<file path="config.mk">
export PLATFORM = sky130hd
export DESIGN_NAME = nibble_serial_add16
export DESIGN_NICKNAME = d
export VERILOG_FILES = /design/src/rtl/nibble_serial_add16.sv
export SDC_FILE = /design/constraint.sdc
export NUM_CORES = 1
export LEC_CHECK = 0
export ABC_AREA = 1
export CAP_MARGIN = 20
export CORE_MARGIN = 2
export CORE_UTILIZATION = 40
export DETAILED_ROUTE_END_ITERATION = 12
export GPL_TIMING_DRIVEN = 0
export HOLD_SLACK_MARGIN = 0.1
export PLACE_DENSITY = 0.62
export SLEW_MARGIN = 30
export SYNTH_ARGS = -nofsm -noshare
export SYNTH_HDL_FRONTEND = slang
export SYNTH_HIERARCHICAL = 1
export SYNTH_SLANG_ARGS = --single-unit
</file>
<file path="constraint.sdc">
create_clock -name i_clk -period 4.8 [get_ports i_clk]
set_input_delay 0.96 -clock i_clk [delete_from_list [all_inputs] [get_ports i_clk]]
set_output_delay 0.96 -clock i_clk [all_outputs]
set_load 0.005 [all_outputs]
</file>
<file path="src/rtl/nibble_serial_add16.sv">
// Nibble-serial adder: one 4-bit full adder walks the operands LSB nibble
// first, producing a registered W-bit sum and carry-out.

module full_add_4bit (
    input  logic [3:0] i_a,
    input  logic [3:0] i_b,
    input  logic       i_cin,
    output logic [3:0] o_sum,
    output logic       o_carry
);

    assign {o_carry, o_sum} = {1'b0, i_a} + {1'b0, i_b} + {4'd0, i_cin};

endmodule

module nibble_serial_add16 #(
    parameter int NIBBLES = 4
) (
    input  logic                 i_clk,
    input  logic                 i_rst,
    input  logic                 i_start,
    input  logic [4*NIBBLES-1:0] i_a,
    input  logic [4*NIBBLES-1:0] i_b,
    input  logic                 i_cin,
    output logic                 o_busy,
    output logic                 o_done,
    output logic [4*NIBBLES-1:0] o_sum,
    output logic                 o_carry
);

    localparam int W  = 4 * NIBBLES;
    localparam int IW = (NIBBLES > 1) ? $clog2(NIBBLES) : 1;
    localparam logic [IW-1:0] LAST = IW'(NIBBLES - 1);

    typedef enum logic [1:0] {
        IDLE = 2'd0,
        RUN  = 2'd1,
        DONE = 2'd2
    } state_t;

    state_t        state;
    state_t        state_n;
    logic [IW-1:0] idx;
    logic [W-1:0]  a_q;
    logic [W-1:0]  b_q;
    logic          carry_q;
    logic [W-1:0]  partial;
    logic [W-1:0]  full;
    logic [3:0]    fa_sum;
    logic          fa_carry;

    full_add_4bit u_fa (
        .i_a    (a_q[4*idx +: 4]),
        .i_b    (b_q[4*idx +: 4]),
        .i_cin  (carry_q),
        .o_sum  (fa_sum),
        .o_carry(fa_carry)
    );

    // partial with the nibble being computed this cycle already merged in
    always_comb begin
        full = partial;
        full[4*idx +: 4] = fa_sum;
    end

    always_comb begin
        state_n = state;
        case (state)
            IDLE:    if (i_start) state_n = RUN;
            RUN:     if (idx == LAST) state_n = DONE;
            DONE:    state_n = IDLE;
            default: state_n = IDLE;
        endcase
    end

    always_ff @(posedge i_clk or posedge i_rst) begin
        if (i_rst) begin
            state   <= IDLE;
            idx     <= '0;
            a_q     <= '0;
            b_q     <= '0;
            carry_q <= 1'b0;
            partial <= '0;
            o_sum   <= '0;
            o_carry <= 1'b0;
        end else begin
            state <= state_n;
            case (state)
                IDLE: begin
                    if (i_start) begin
                        a_q     <= i_a;
                        b_q     <= i_b;
                        carry_q <= i_cin;
                        idx     <= '0;
                    end
                end
                RUN: begin
                    partial[4*idx +: 4] <= fa_sum;
                    carry_q             <= fa_carry;
                    if (idx == LAST) begin
                        o_sum   <= full;
                        o_carry <= fa_carry;
                        idx     <= '0;
                    end else begin
                        idx <= idx + 1'b1;
                    end
                end
                default: idx <= '0;
            endcase
        end
    end

    assign o_busy = (state != IDLE);
    assign o_done = (state == DONE);

endmodule

</file>
==> qor.yml, run 1 <==
critical_path:
  path_class: "register to register"
  crit_required_ps: 5100
  cp_max_fo: 12
  startpoint_type: "register"
  cp.arrival_ps: 3280
  crit_top_cell: "nand2_1"
  cpMaxStageDelayCell: "clkbuf_1"
  crit_buf_inv: 3
  endpoint_kind: "register"
  crit_path_max_incr_delay_ps: 480
  critPathTopFamily: "adder cells"
  cp_cell_sequence: "inv_1 -> clkbuf_1 -> nor2_1 -> o22ai_1 -> fa_1 -> inv_1 -> fa_1 -> xnor2_1 -> nand2_1 -> nor2_1 -> nand2_1 -> nand2_1 -> nand2_1 -> nand2_1"
  r2r_slack_ps: 1820
synthesis:
  yosys_warnings: 6
  synth_fp_nets: 502
  ys_types: 23
  netlist_top_cells_area: "dfrtp_1, nand2_1, nand3_1"
  synth.largest_area_cell: "dfrtp_1"
  async_flop_share_pct: 100
  yosysSeqAreaShare_pct: 50.3
  synth_area_sq_mm: 0.00348
  ys_top_cells_by_count: "nand2_1, dfrtp_1, nand3_1, nor2_1, inv_1"
  synth_top_area_share_pct: 50.3
  synth-edff-count: 0
  synth-seq-cells: 70
  synth_flop_cell: "dfrtp_1"
  syn-instance-count: 455
  yosysMostFrequentCell: "nand2_1"
  postSynthAreaPerCell_sq_um: 7.66
cts:
  root_buffer: "clkbuf_8"
  numClockSinks: 70
  clkLatencyLatePin_ps: 360
  h-tree-depth: 3
  path_clk_slew_ps: 80
  clk_path_buf_depth: 2
  cts_tree: "done"
  cts_setup_buffers: 0
  cts-resized-gates: 0
  hold_buffers: 0
  numCtsBuffers: 9
floorplan:
  fp-row-count: 34
  die_height_um: 97.3
  die_x_um: 97.3
  core_sq_mm: 0.00859
  io_pins: 55
  initial_core_util_pct: 40.6
  die-area_sq_mm: 0.00947
routing:
  vias: 3033
  vias_per_cell: 4.79
  totalWireLength_mm: 8.26
  drt_iter0_drc: 155
  dr_wl_met3_um: 372
  dr.pass1.iters: 5
  drc: 0
  wire_per_inst_um: 13.1
  wl_met1_mm: 3.84
  top_layer_used: "met4"
  wl_met2_mm: 3.92
  postRouteAntennaNets: 0
global_route:
  grt_pass1_vias: 3101
  gr-total-overflow: 0
  antenna_found_initial: 0
  grt_pass1_wl_mm: 14.3
  grt_max_degree: 47
  track_usage_pct: 18.8
sta:
  post-route-min-period_ps: 2980
  slew_violations: 0
  fin_skew_ps: 12.7
  setup_tns_ps: 0
  rsz0062_at_grt: "false"
  finalSetupViolCount: 0
  worstMarginPinSlew_ps: 591
  final_hold_viol_count: 0
  slew_headroom_pct: 60.6
  max_freq_ghz: 0.335
  finalCritPeriodShare_pct: 62.1
layout:
  num_antenna_cells: 0
  stdcell_count: 633
  final_nets: 567
  area_growth_pct: 26.1
  final_util_pct: 51.2
  fin_area_sq_mm: 0.00440
  final_layout_size_suffix_gt1_share_pct: 7.24
pwr:
  irDropWorstVdd_uv: 310
  leakage_nw: 2.31
  p_per_area_mw_per_mm2: 702
placed_design:
  port_buffers: 53
  placed_cells: 617
  routabilityCongestion: 0.887
  dp_hpwl_mm: 5.95
  placed_cell_area_sq_mm: 0.00418
job:
  max_cap_violations: 0
min_path:
  hp-class: "register to register"
status:
  run_status: "finished, final reports clean"
area by class of cell:
class                   count  area [sq um]
plain buffers              21           111
flip-flops and latches     70          1750
clock inverters             5          83.8
fillers                   831          4200
inverters                  28           115
well taps                 108           135
multi-input cells         336          1510
repair buffers             54           558
clock buffers              11           131
where the power goes:
group,internal [mW],leakage (nW),switching [mW]
combinational,0.599,1.30,0.958
clock,0.294,0.0998,0.236
sequential,0.850,0.912,0.148
total,1.74,2.31,1.34
routing by layer:
layer | global-route usage [%] | vias up
met2 | 31.5 | 68
met5 | 0 | -
met3 | 3.81 | 13
met1 | 23.5 | 1393
met4 | 8.87 | 0
li1 | - | 1559
cells in the final DEF, fill, tap and decap left out, types with 4 or more instances in the layout:
master,Yosys,final
a21oi_1,6,6
buf_2,14,14
clkbuf_1,4,6
clkbuf_8,0,9
clkdlybuf4s50_1,0,53
dfrtp_1,70,70
ha_1,9,9
inv_1,26,25
nand2_1,211,211
nand3_1,40,40
nand4_1,4,4
nor2_1,27,27
o21ai_0,24,24
o22ai_1,7,7
state kept, by name, indices dropped and copies added (netlist names):
signal / flops
a_q: 16
b_q: 16
carry_q: 1
idx: 2
o_carry: 1
o_sum: 16
partial: 16
state: 2
cell families (layout without fill, tap and decap cells):
family                   Yosys count  after routing  synth area share (%)
buffers and inverters             49            119                  6.43
XOR/XNOR                           1              1                 0.251
AO/OA/AOI/OAI                     38             38                  5.71
flip-flops                        70             70                  50.3
adder cells (fa/ha/maj)           11             11                  4.38
AND/OR/NAND/NOR                  286            286                  33.0
through the flow:
stage / power, mW / hold WS, ps / setup WS, ps
floorplan: 2.05 / 437 / 2070
global placement: 2.51 / 452 / 857
detailed placement: 2.56 / 458 / 1820
CTS: 3.10 / 475 / 1790
global route: 3.40 / 493 / 1470
finish: 3.09 / 473 / 1820
worst reg2reg max path, cell delays in order, from the launching register on:
cell and delay, ps:
dfrtp_1 430, inv_1 130, clkbuf_1 480, nor2_1 100
o22ai_1 270, fa_1 280, inv_1 70, fa_1 400
xnor2_1 220, nand2_1 110, nor2_1 160, nand2_1 90
nand2_1 80, nand2_1 50, nand2_1 50
path summary, 6_finish.rpt:
| kind | from | endpoint | depth (start not counted) |
|---|---|---|---|
| min reg2reg | b_q[11] | b_q[11] | 2 |
| max reg2reg | idx[0] | partial[14] | 14 |
| min | b_q[11] | b_q[11] | 2 |
| max | idx[0] | partial[14] | 14 |
| max in group asynchronous | i_rst | b_q[12] | 3 |
| min in group asynchronous | i_rst | a_q[12] | 2 |
Note: power is estimated with default switching activity, not from simulation.
==> inputs of run 2 (changes only) <==
- clock period: 4.8 -> 2.9 ns (I/O delays scaled with it)
==> qor.yml, run 2 (synthesized netlist as in run 1, its figures left out) <==
sta:
  post-route-min-period_ps: 2680
  worst_slack_ps: 219
  finalSetupViolCount: 0
  fin_skew_ps: 13.8
  max_freq_ghz: 0.373
  whs_ps: 472
  rsz0062_at_grt: "false"
  worstMarginPinSlew_ps: 462
  slew_headroom_pct: 69.2
  finalCritPeriodShare_pct: 92.5
  final_hold_viol_count: 0
  slew_violations: 0
placed_design:
  dp_hpwl_mm: 5.95
  placed_cell_area_sq_mm: 0.00418
  port_buffers: 53
  placed_cells: 617
  pre_cts_slack_ps: -84.9
  routabilityCongestion: 0.887
routing:
  totalWireLength_mm: 8.20
  drt_iter0_drc: 147
  wire_per_inst_um: 13.0
  drc: 0
  postRouteAntennaNets: 0
  vias_per_cell: 4.77
  dr.pass1.iters: 4
  vias: 3017
critical_path:
  crit_path_max_incr_delay_ps: 490
  rr_endpoint: "partial[14]"
  cp-endpoint: "partial[14]"
  crit_required_ps: 3200
  crit_top_cell: "nand2_1"
  cp_max_fo: 12
  path_class: "register to register"
  cp.arrival_ps: 2980
  r2r_slack_ps: 220
  endpoint_kind: "register"
  r2r_start: "idx[1]"
  crit_start: "idx[1]"
  cp_cell_sequence: "inv_1 -> clkbuf_4 -> o21ai_0 -> o21ai_1 -> fa_2 -> inv_1 -> fa_1 -> xnor2_1 -> nand2_1 -> nor2_2 -> nand2_1 -> nand2_1 -> nand2_1 -> nand2_1"
  startpoint_type: "register"
  cpMaxStageDelayCell: "dfrtp_2"
  ff2ff_path_depth: 14
pwr:
  p_per_area_mw_per_mm2: 1160
  irDropWorstVdd_uv: 490
  leakage_nw: 2.32
global_route:
  antenna_found_initial: 0
  grt_pass1_wl_mm: 14.2
  grt_pass1_vias: 3069
  track_usage_pct: 18.7
  gr-total-overflow: 0
  grt_max_degree: 47
layout:
  stdcell_count: 632
  final_util_pct: 51.4
  layout_commonest_cell: "nand2_1"
  num_antenna_cells: 0
  area_growth_pct: 26.8
  layout_common_cells: "nand2_1, dfrtp_1, clkdlybuf4s50_1, nand3_1, nor2_1"
  final_layout_size_suffix_gt1_share_pct: 8.59
  fin_area_sq_mm: 0.00442
  final_nets: 566
cts:
  clkLatencyLatePin_ps: 360
  root_buffer: "clkbuf_8"
  hold_buffers: 0
  cts_tree: "done"
  h-tree-depth: 3
  clk_path_buf_depth: 2
  numCtsBuffers: 9
  cts_setup_buffers: 0
  path_clk_slew_ps: 80
  numClockSinks: 70
floorplan:
  core_sq_mm: 0.00859
  io_pins: 55
  die_height_um: 97.3
  fp-row-count: 34
  initial_core_util_pct: 40.6
  die-area_sq_mm: 0.00947
  die_x_um: 97.3
job:
  max_cap_violations: 0
min_path:
  hp-class: "register to register"
  hold_start: "b_q[11]"
status:
  run_status: "finished, final reports clean"
[run 2: changes by cell type in the layout (fill, tap and decap cells not counted), moves of 2 or more]
cell	previous run	this run
buf_2	14	11
clkbuf_1	6	4
clkbuf_4	0	3
dfrtp_1	70	68
dfrtp_2	0	2
[run 2: layout make-up]
type,count,area (sq um)
Fill cell,838,4180
Sequential cell,70,1750
Multi-Input combinational cell,336,1520
Timing Repair Buffer,54,558
Tap cell,108,135
Clock buffer,11,131
Buffer,20,119
Inverter,28,115
Clock inverter,5,83.8
[run 2: how the worst min path moves through the flow]
stage / end / slack, ps / cells after the start
2_1_floorplan: a_q[10] / 440 / 2
3_3_place_gp: a_q[4] / 450 / 2
3_5_place_dp: b_q[11] / 460 / 2
4_1_cts: b_q[11] / 470 / 2
5_1_grt: a_q[14] / 490 / 2
6_report: b_q[11] / 470 / 2
[run 2: worst max-delay path: cells and delay by family (launching register included)]
| family | cells | cell delay (ps) |
|---|---|---|
| compound gates | 2 | 310 |
| xor+xnor | 1 | 230 |
| fa+ha+maj | 2 | 670 |
| buf+inv | 3 | 400 |
| flops | 1 | 490 |
| simple gates | 6 | 520 |
[run 2: metrics by stage]
step / power [mW] / TNS [ps]
6_report: 5.14 / 0
5_1_grt: 5.66 / 0
4_1_cts: 5.13 / 0
3_5_place_dp: 4.24 / -302
3_3_place_gp: 4.16 / -46320
2_1_floorplan: 3.39 / 0
[run 2: where the power goes]
part / leakage [nW] / internal, mW / switching [mW]
clock: 0.0998 / 0.486 / 0.391
combinational: 1.31 / 1.02 / 1.59
sequential: 0.909 / 1.41 / 0.248
[run 2: what timing repair did]
| item | in CTS | in global routing |
|---|---|---|
| gates resized for setup | 2 | 14 |
| cloned | 0 | 0 |
| endpoints found under the setup margin | 8 | 13 |
| pin swaps | 0 | 1 |
[run 2: routing by layer]
layer  global-route usage [%]  routed length (um)  vias up
met5                        0                   0        -
met4                     8.33                 112        0
met3                     3.67                 336       11
met2                     31.4                3930       63
met1                     23.3                3820     1383
li1                         -                   -     1560
